File: src/rtl/easyaxi_rd_arb_pkg.sv
// Shared AXI width macros plus the read-arbiter package (AR payload struct, reset payload).
`ifndef EASY_AXI_DEFINE_V
`define EASY_AXI_DEFINE_V
`define AXI_ID_W            4
`define AXI_ADDR_W          32
`define AXI_DATA_W          32
`define AXI_LEN_W           8
`define AXI_SIZE_W          3
`define AXI_BURST_W         2
`define AXI_RESP_W          2
`define AXI_SIZE_4B         3'b010
`define AXI_BURST_FIXED     2'b00
`define EASYAXI_ARB_MAX_MST 4
`endif

package easyaxi_rd_arb_pkg;

    localparam int AXI_ID_W    = `AXI_ID_W;
    localparam int AXI_ADDR_W  = `AXI_ADDR_W;
    localparam int AXI_DATA_W  = `AXI_DATA_W;
    localparam int AXI_LEN_W   = `AXI_LEN_W;
    localparam int AXI_SIZE_W  = `AXI_SIZE_W;
    localparam int AXI_BURST_W = `AXI_BURST_W;
    localparam int AXI_RESP_W  = `AXI_RESP_W;
    localparam int ARB_MAX_MST = `EASYAXI_ARB_MAX_MST;

    typedef struct packed {
        logic [AXI_ID_W-1:0]    id;
        logic [AXI_ADDR_W-1:0]  addr;
        logic [AXI_LEN_W-1:0]   len;
        logic [AXI_SIZE_W-1:0]  size;
        logic [AXI_BURST_W-1:0] burst;
    } ar_pl_t;

    localparam ar_pl_t AR_PL_RST = '{
        id:    '0,
        addr:  '0,
        len:   '0,
        size:  `AXI_SIZE_4B,
        burst: `AXI_BURST_FIXED
    };

endpackage

File: src/rtl/easyaxi_rr_pick.sv
// Combinational round-robin picker: first set request at or after i_ptr, searching cyclically.
module easyaxi_rr_pick #(
    parameter int N     = 2,
    parameter int IDX_W = 1
) (
    input  logic [N-1:0]     i_req,
    input  logic [IDX_W-1:0] i_ptr,
    output logic [N-1:0]     o_gnt,
    output logic [IDX_W-1:0] o_gnt_idx,
    output logic             o_any
);

    logic [IDX_W:0]   w_sum;
    logic [IDX_W-1:0] w_cand;

    always_comb begin
        // NOTE: every output and temporary gets a default first so no latch is inferred.
        o_gnt     = '0;
        o_gnt_idx = '0;
        o_any     = 1'b0;
        w_sum     = '0;
        w_cand    = '0;
        for (int k = 0; k < N; k++) begin
            w_sum = {1'b0, i_ptr} + (IDX_W+1)'(k);
            if (w_sum >= (IDX_W+1)'(N))
                w_sum = w_sum - (IDX_W+1)'(N);
            w_cand = w_sum[IDX_W-1:0];
            if (!o_any && i_req[w_cand]) begin
                o_any         = 1'b1;
                o_gnt_idx     = w_cand;
                o_gnt[w_cand] = 1'b1;
            end
        end
    end

endmodule

File: src/rtl/easyaxi_rd_arb.sv
// Round-robin AXI read arbiter: NUM_MST requesters share one AR/R port, ARID prefixed with requester index.
// Optional EASYAXI_ARB_OST_LIMIT_EN caps outstanding reads per requester at MAX_OST.
module easyaxi_rd_arb
    import easyaxi_rd_arb_pkg::*;
#(
    parameter int NUM_MST = 2,
    parameter int IDX_W   = 1,
    parameter int MAX_OST = 4
) (
    input  logic                               clk,
    input  logic                               rst_n,
    input  logic [NUM_MST-1:0]                 s_arvalid,
    output logic [NUM_MST-1:0]                 s_arready,
    input  logic [NUM_MST*`AXI_ID_W-1:0]       s_arid,
    input  logic [NUM_MST*`AXI_ADDR_W-1:0]     s_araddr,
    input  logic [NUM_MST*`AXI_LEN_W-1:0]      s_arlen,
    input  logic [NUM_MST*`AXI_SIZE_W-1:0]     s_arsize,
    input  logic [NUM_MST*`AXI_BURST_W-1:0]    s_arburst,
    output logic [NUM_MST-1:0]                 s_rvalid,
    input  logic [NUM_MST-1:0]                 s_rready,
    output logic [`AXI_ID_W-1:0]               s_rid,
    output logic [`AXI_DATA_W-1:0]             s_rdata,
    output logic [`AXI_RESP_W-1:0]             s_rresp,
    output logic                               s_rlast,
    output logic                               m_arvalid,
    input  logic                               m_arready,
    output logic [IDX_W+`AXI_ID_W-1:0]         m_arid,
    output logic [`AXI_ADDR_W-1:0]             m_araddr,
    output logic [`AXI_LEN_W-1:0]              m_arlen,
    output logic [`AXI_SIZE_W-1:0]             m_arsize,
    output logic [`AXI_BURST_W-1:0]            m_arburst,
    input  logic                               m_rvalid,
    output logic                               m_rready,
    input  logic [IDX_W+`AXI_ID_W-1:0]         m_rid,
    input  logic [`AXI_DATA_W-1:0]             m_rdata,
    input  logic [`AXI_RESP_W-1:0]             m_rresp,
    input  logic                               m_rlast,
    output logic                               rsp_err
);

    localparam logic [IDX_W:0] NUM_MST_W = (IDX_W+1)'(NUM_MST);

    logic                 w_load;
    logic                 w_any;
    logic [NUM_MST-1:0]   w_elig;
    logic [NUM_MST-1:0]   w_gnt;
    logic [IDX_W-1:0]     w_gnt_idx;
    logic [IDX_W-1:0]     w_ptr_nxt;
    ar_pl_t               w_pl;
    logic [IDX_W-1:0]     w_ridx;
    logic                 w_ridx_ok;

    logic                 r_arvalid;
    ar_pl_t               r_slot;
    logic [IDX_W-1:0]     r_idx;
    logic [IDX_W-1:0]     r_ptr;
    logic                 r_rsp_err;

    // The slot may refill whenever it is empty or being drained this cycle.
    assign w_load = ~r_arvalid | m_arready;

    easyaxi_rr_pick #(
        .N     (NUM_MST),
        .IDX_W (IDX_W)
    ) u_pick (
        .i_req     (w_elig),
        .i_ptr     (r_ptr),
        .o_gnt     (w_gnt),
        .o_gnt_idx (w_gnt_idx),
        .o_any     (w_any)
    );

    assign s_arready = w_load ? w_gnt : '0;
    assign w_ptr_nxt = (w_gnt_idx == IDX_W'(NUM_MST-1)) ? '0 : w_gnt_idx + 1'b1;

    always_comb begin
        w_pl = AR_PL_RST;
        for (int i = 0; i < NUM_MST; i++) begin
            if (w_gnt[i]) begin
                w_pl = '{
                    id:    s_arid[i*AXI_ID_W +: AXI_ID_W],
                    addr:  s_araddr[i*AXI_ADDR_W +: AXI_ADDR_W],
                    len:   s_arlen[i*AXI_LEN_W +: AXI_LEN_W],
                    size:  s_arsize[i*AXI_SIZE_W +: AXI_SIZE_W],
                    burst: s_arburst[i*AXI_BURST_W +: AXI_BURST_W]
                };
            end
        end
    end

    always_ff @(posedge clk or negedge rst_n) begin
        if (!rst_n) begin
            r_arvalid <= 1'b0;
            r_slot    <= AR_PL_RST;
            r_idx     <= '0;
            r_ptr     <= '0;
        end else if (w_load) begin
            // NOTE: state uses non-blocking assignments so every register samples pre-edge values.
            r_arvalid <= w_any;
            if (w_any) begin
                r_slot <= w_pl;
                r_idx  <= w_gnt_idx;
                r_ptr  <= w_ptr_nxt;
            end
        end
    end

    assign m_arvalid = r_arvalid;
    assign m_arid    = {r_idx, r_slot.id};
    assign m_araddr  = r_slot.addr;
    assign m_arlen   = r_slot.len;
    assign m_arsize  = r_slot.size;
    assign m_arburst = r_slot.burst;

    // R path is pure routing on the index carried in the top RID bits.
    assign w_ridx    = m_rid[IDX_W+AXI_ID_W-1 -: IDX_W];
    assign w_ridx_ok = ({1'b0, w_ridx} < NUM_MST_W);

    always_comb begin
        s_rvalid = '0;
        for (int i = 0; i < NUM_MST; i++)
            s_rvalid[i] = m_rvalid & w_ridx_ok & (w_ridx == IDX_W'(i));
    end

    assign m_rready = w_ridx_ok ? s_rready[w_ridx] : 1'b1;
    assign s_rid    = m_rid[AXI_ID_W-1:0];
    assign s_rdata  = m_rdata;
    assign s_rresp  = m_rresp;
    assign s_rlast  = m_rlast;

    always_ff @(posedge clk or negedge rst_n) begin
        if (!rst_n)
            r_rsp_err <= 1'b0;
        else if (m_rvalid && !w_ridx_ok)
            r_rsp_err <= 1'b1;
    end

    assign rsp_err = r_rsp_err;

`ifdef EASYAXI_ARB_OST_LIMIT_EN
    localparam int OST_W = $clog2(MAX_OST+1);

    logic [OST_W-1:0]   r_ost [NUM_MST];
    logic [NUM_MST-1:0] w_ost_full;
    logic [NUM_MST-1:0] w_ost_inc;
    logic [NUM_MST-1:0] w_ost_dec;

    always_comb begin
        w_ost_full = '0;
        for (int i = 0; i < NUM_MST; i++)
            w_ost_full[i] = (r_ost[i] == OST_W'(MAX_OST));
    end

    always_comb begin
        w_ost_inc = s_arvalid & s_arready;
        w_ost_dec = s_rvalid & s_rready & {NUM_MST{m_rlast}};
    end

    assign w_elig = s_arvalid & ~w_ost_full;

    always_ff @(posedge clk or negedge rst_n) begin
        if (!rst_n) begin
            for (int i = 0; i < NUM_MST; i++)
                r_ost[i] <= '0;
        end else begin
            for (int i = 0; i < NUM_MST; i++) begin
                if (w_ost_inc[i] && !w_ost_dec[i] && !w_ost_full[i])
                    r_ost[i] <= r_ost[i] + 1'b1;
                else if (w_ost_dec[i] && !w_ost_inc[i] && (r_ost[i] != '0))
                    r_ost[i] <= r_ost[i] - 1'b1;
            end
        end
    end
`else
    assign w_elig = s_arvalid;
`endif

endmodule

File: config.mk
export PLATFORM = sky130hd
export DESIGN_NAME = easyaxi_rd_arb
export DESIGN_NICKNAME = d
export VERILOG_FILES = /design/src/rtl/easyaxi_rd_arb_pkg.sv /design/src/rtl/easyaxi_rr_pick.sv /design/src/rtl/easyaxi_rd_arb.sv
export SDC_FILE = /design/constraint.sdc
export NUM_CORES = 1
export LEC_CHECK = 0
export ABC_AREA = 0
export CORE_MARGIN = 4
export CORE_UTILIZATION = 29
export CTS_BUF_LIST = sky130_fd_sc_hd__clkbuf_16
export DETAILED_ROUTE_END_ITERATION = 16
export PLACE_DENSITY = 0.88
export SYNTH_ARGS = -nofsm -noshare
export SYNTH_HDL_FRONTEND = slang
export SYNTH_HIERARCHICAL = 1
export SYNTH_SLANG_ARGS = --single-unit
export TNS_END_PERCENT = 5
File: constraint.sdc
create_clock -name clk -period 1.8 [get_ports clk]
set_input_delay 0.54 -clock clk [delete_from_list [all_inputs] [get_ports clk]]
set_output_delay 0.54 -clock clk [all_outputs]
set_load 0.02 [all_outputs]
# Yosys cells after proc, flatten, opt, wreduce, memory -nomap -nowiden
# Cells that the tools add are included.
[classes]
addsub = 4
order_cmp = 7
mux = 22
bitwise_logic = 6
reduce_logical = 5
[ops]
columns = ["op", "n"]
rows = [
  ["$mux W49", 2],
  ["$mux W1", 15],
  ["$lt A1 B2 Y1 const B", 3],
  ["$mux W2", 3],
  ["$logic_and A1 B1 Y1", 3],
  ["$add A1 B1 Y2 const B", 1],
  ["$and A1 B1 Y1", 2],
  ["$demux W1 S1", 2],
  ["$ge A1 B1 Y1 const B", 2],
  ["$ge A1 B2 Y1 const B", 1],
  ["$ge A2 B2 Y1 const B", 1],
  ["$not A1 Y1", 2],
  ["$or A2 B2 Y2", 1],
  ["$reduce_and A2 Y1", 1],
  ["$sub A1 B1 Y1 const B", 2],
  ["$add A1 B1 Y1 const B", 1],
  ["$logic_not A1 Y1", 1],
  ["$or A1 B1 Y1", 1],
]
[totals]
regBits = 52
wordCells = 52

# Logic depth before layout (Yosys ltp)
[depth]
word_depth = 11
depth_mapped = 8

# By module
# Netlist, hierarchy kept.
[modules_own_cells]
columns = ["module", "n_inst", "cells_each", "area_each_um2"]
rows = [
  ["easyaxi_rd_arb", 1, 284, 2778.9],
  ["easyaxi_rr_pick", 1, 5, 32.5],
]

# Worst setup path before layout
# No wires, ideal clock.
[synth_timing]
path_type = "input -> output"
startpoint = "in s_arvalid[1]"
endpoint = "out s_arready[1]"
t_arrival_ns = 1.377
t_required_ns = 1.260
slack_ns = -0.117
path_stages = 4
path_cell_list = "a21boi_0 -> buf_2 -> clkbuf_1 -> and2_1"
[synth_via]
elab_chain_len = 7
word_cells_on_any_way = 11
[synth_rtl]
columns = ["item", "line_no", "rtl"]
rows = [
  ["start, declared", "easyaxi_rd_arb.sv:12", "input logic [NUM_MST-1:0] s_arvalid,"],
  ["$mux W1 (implied by the code) (2 in a row)", "easyaxi_rr_pick.sv:28", "if (!o_any && i_req[w_cand]) begin"],
  ["$mux W1", "easyaxi_rr_pick.sv:28", ""],
  ["$logic_not A1 Y1", "easyaxi_rr_pick.sv:28", ""],
  ["$logic_and A1 B1 Y1", "easyaxi_rr_pick.sv:28", ""],
  ["$mux W2 (*)", "easyaxi_rr_pick.sv:28", ""],
  ["$mux W2 (*)", "easyaxi_rd_arb.sv:73", "assign s_arready = w_load ? w_gnt : '0;"],
  ["end, declared", "easyaxi_rd_arb.sv:13", "output logic [NUM_MST-1:0] s_arready,"],
]
# Mark *: on every way between the ends. The rest lies on a longest branch, timed or not. The select of a mux whose other input is x is not followed.

# Worst setup path in the final report
[layout_timing]
startpoint = "reg r_slot, in the netlist m_araddr[22]"
endpoint = "out m_araddr[22]"
[layout_lines]
columns = ["item", "line_no", "rtl"]
rows = [
  ["start, declared", "easyaxi_rd_arb.sv:54", "ar_pl_t r_slot;"],
  ["start signal, assigned", "easyaxi_rd_arb.sv:101", "r_slot <= w_pl;"],
  ["end, declared", "easyaxi_rd_arb.sv:28", "output logic [`AXI_ADDR_W-1:0] m_araddr,"],
]
# No word-level cell between the ends.

==> summary.md <==
| Metric | Value |
|---|---|
| Max rail drop VDD | `~0.43 mV` |
| Synthesized netlist cell count | `approximately 290` |
| Per-cell via count in the routed design | `4.92` |
| Count of H-tree levels built during CTS | `2` |
| Starting Density | `30.1%` |
| DRC viols | `0` |
| Fraction of final layout cells sized beyond drive strength 1 | `12.4%` |
| Final routed wirelength across all metal layers | `9.27 mm` |
| Fin. max-slew vios | `0` |
| Initial DRC count | `96` |
| Number of global-route vias before repair | `2,728` |
| Fin crit period | `1.77 ns` |
| Cell area power density | `860 nW/um^2` |
| Std cell rows | `35` |
| Buffers from clock root to sink, at most | `2` |
| Number of buffers created by CTS | `5` |
| Top library cells by usage in the layout, fill and taps aside | `101 x sky130_fd_sc_hd__clkdlybuf4s50_1, 85 x sky130_fd_sc_hd__a21oi_1, 51 x sky130_fd_sc_hd__dfrtp_1, 46 x sky130_fd_sc_hd__a22oi_1, 32 x sky130_fd_sc_hd__dlygate4sd2_1` |
| Startpoint types | `flop` |
| Outcome | `finished clean` |
| Routability Congestion | `approximately 0.70` |
| Number of post-CTS setup repair buffers | `0` |
| Number of maximum-capacitance violations | `0` |
| CP Cell Sequence | `clkdlybuf4s50_1` |
| Leakage | `1.98 nW` |
| 1st-pass router iterations | `4` |
| Setup repair after global routing missed its margin | `false` |
| Num Clock Sinks | `52` |
| Input/output buffers | `162` |
| Horiz. Die Dim | `around 110 um` |
| Total track usage | `approximately 15%` |
| Number of warnings reported in the yosys synthesis log | `6` |
| Fmax | `around 560 MHz` |
| Largest stage delay, worst path | `slightly above 0.6 ns` |
| Vertical die dimension | `106 um` |
| Antenna cells | `0` |
| Routed len/inst | `17.5 um` |
| Net count after synthesis | `435` |
| Total core area | `9330 sq um` |
| Final-report hold violation count | `0` |
| Global-route wire length before repair | `between 10 and 15 mm` |
| Share of the core filled with cells | `47.9%` |
| Global-route congestion overflow total | `0` |
| Final clock skew | `between 0.004 and 0.005 ns` |
| Dpl hpwl | `6.93 mm` |
| Buf+Inv Stages, Crit Path | `1` |
| Worst-path cell with the longest stage delay | `sky130_fd_sc_hd__clkdlybuf4s50_1` |
| Post-route fraction of the period consumed by the critical path | `between 90% and 100%` |
| Post-synthesis cell type count | `23` |
| Die footprint | `approximately 11,000 sq um` |
| Cell area after technology mapping | `around 2800 sq um` |
| Pin count of the biggest net entering global routing | `53` |
| Boundary pin count | `approximately 240` |
| Vias after detailed routing | `2,613` |
| Commonest non-fill, non-tap cell in the layout | `sky130_fd_sc_hd__clkdlybuf4s50_1` |
| Type of the tightest min-delay check | `input port to async pin` |
| Mean instance size in the synthesized netlist | `just under 10 sq um` |
| Signal arrival time at the worst endpoint | `about 1.2 ns` |
| Clock Tree Root | `sky130_fd_sc_hd__clkbuf_16` |
| Sequential cell area fraction in the yosys report | `a little under half` |
| Layout Nets | `547` |
| Highest fanout seen on the critical path | `2` |
| Clock transition time at the flip-flop clock pins of the worst setup and hold paths | `~0.07 ns` |
| Worst Path Class, Setup | `flop to output port` |
| Final number of setup-violating endpoints | `0` |
| Clock insertion delay at the later pin of the skew report | `~0.28 ns` |
| Remaining number of nets flagged by the antenna check after routing | `0` |
| Area overhead of the layout relative to synthesis | `59.1%` |
| Delay-heaviest family, CP | `buffers and inverters` |
| Flops & latches, synth | `52` |
| Clock tree from TritonCTS | `built` |
| Initial antenna violation count | `0` |
| Total chip power | `roughly 0.0038 W` |
| Required time of the worst setup path | `1.26 ns` |
| Sort of element at the end of the critical path | `output port` |
## Yosys cell counts
master	instances	area share, %
sky130_fd_sc_hd__nand2_1	2	0.27
sky130_fd_sc_hd__mux2i_1	1	0.36
sky130_fd_sc_hd__and2_4	1	0.31
sky130_fd_sc_hd__dfrtp_1	51	45
sky130_fd_sc_hd__inv_1	3	0.40
sky130_fd_sc_hd__buf_2	6	1.1
sky130_fd_sc_hd__mux2_2	3	1.2
sky130_fd_sc_hd__buf_4	44	12
sky130_fd_sc_hd__clkbuf_1	15	2.0
sky130_fd_sc_hd__a31oi_1	2	0.44
sky130_fd_sc_hd__a21oi_1	85	15
sky130_fd_sc_hd__conb_1	1	0.13
sky130_fd_sc_hd__or2_1	1	0.22
sky130_fd_sc_hd__nand2b_4	1	0.49
sky130_fd_sc_hd__dfstp_2	1	0.93
sky130_fd_sc_hd__a22oi_1	46	12
sky130_fd_sc_hd__a21boi_0	3	0.80
sky130_fd_sc_hd__buf_6	4	1.6
sky130_fd_sc_hd__nor2b_1	3	0.67
sky130_fd_sc_hd__a21oi_2	10	3.1
sky130_fd_sc_hd__nand3b_1	2	0.53
sky130_fd_sc_hd__and2_1	3	0.67
sky130_fd_sc_hd__nand2b_1	1	0.22
## report_power, final
part / switching [W] / total [W] / internal, W
combinational: 0.000690 / 0.00134 / 0.000646
clock: 0.000400 / 0.00105 / 0.000649
sequential: 0.0000998 / 0.00146 / 0.00136
## sequential cells by signal (all words and copies together) (netlist names)
register / flops
m_araddr: 32
m_arburst: 2
m_arid: 4
m_arlen: 8
m_arsize: 3
m_arvalid: 1
r_idx: 1
r_ptr: 1
## routing by layer
layer	global-route usage [%]	wire length [um]	up-vias
met1	16.1	3320	1247
met4	5.02	125	0
met5	0	0	-
met2	28.1	4930	128
li1	-	-	1226
met3	5.10	897	12
## path summary, 6_finish.rpt
kind                       slack [ns]  cells after the start            to         start
min                              0.23                      2   m_araddr[6]         rst_n
min in group clk                 0.52                      2   m_arsize[2]   m_arsize[2]
max reg2reg                      0.15                      7   m_araddr[9]         r_ptr
min reg2reg                      0.52                      2   m_arsize[2]   m_arsize[2]
max                              0.03                      1  m_araddr[22]  m_araddr[22]
max in group asynchronous        1.29                      2   m_arsize[1]         rst_n
## area by class of cell
class                           instances  area (sq um)
Timing Repair Buffer                  174          1760
Clock inverter                          3          38.8
Inverter                                3          11.3
Tap cell                              129           161
Multi-Input combinational cell        165          1070
Sequential cell                        52          1300
Clock buffer                            5           125
Fill cell                             869          4860
## worst reg2reg max path, stage by stage, from the launching register on
cell and delay (ns):
sky130_fd_sc_hd__dfrtp_1 0.38, sky130_fd_sc_hd__inv_1 0.09, sky130_fd_sc_hd__a21boi_4 0.16, sky130_fd_sc_hd__buf_8 0.31
sky130_fd_sc_hd__nor2b_4 0.10, sky130_fd_sc_hd__buf_12 0.18, sky130_fd_sc_hd__a22oi_1 0.22, sky130_fd_sc_hd__a21oi_2 0.08
## metrics by stage
stage / TNS (ns) / hold slack, ns / cell area [sq um] / setup WS (ns) / cells
5_1_grt: 0 / 0.256 / 4470 / 0.00484 / 531
2_1_floorplan: 0 / 0.244 / 2810 / 0.00215 / 289
4_1_cts: -0.126 / 0.245 / 4430 / -0.126 / 531
6_report: 0 / 0.227 / 4470 / 0.0253 / 531
3_3_place_gp: -32.78 / 0.494 / 4290 / -0.728 / 523
3_5_place_dp: -36.33 / 0.507 / 4290 / -0.795 / 523
## what timing repair did
item                                    4_1_cts  5_1_grt
gates resized for setup                      72       27
hold buffers                                  0        0
endpoints found under the hold margin         0        0
endpoints found under the setup margin       86       66
pin swaps                                     2        2
## cells by family after synthesis
kind of cell | count (synthesis) | synth area share, %
AOI/OAI and AO/OA | 146 | 31.8
buffers and inverters | 72 | 16.8
and+or+nand+nor | 14 | 3.38
other | 1 | 0.133
DFF | 52 | 46.3
muxes | 4 | 1.56
(Power assumes the default switching activity.)
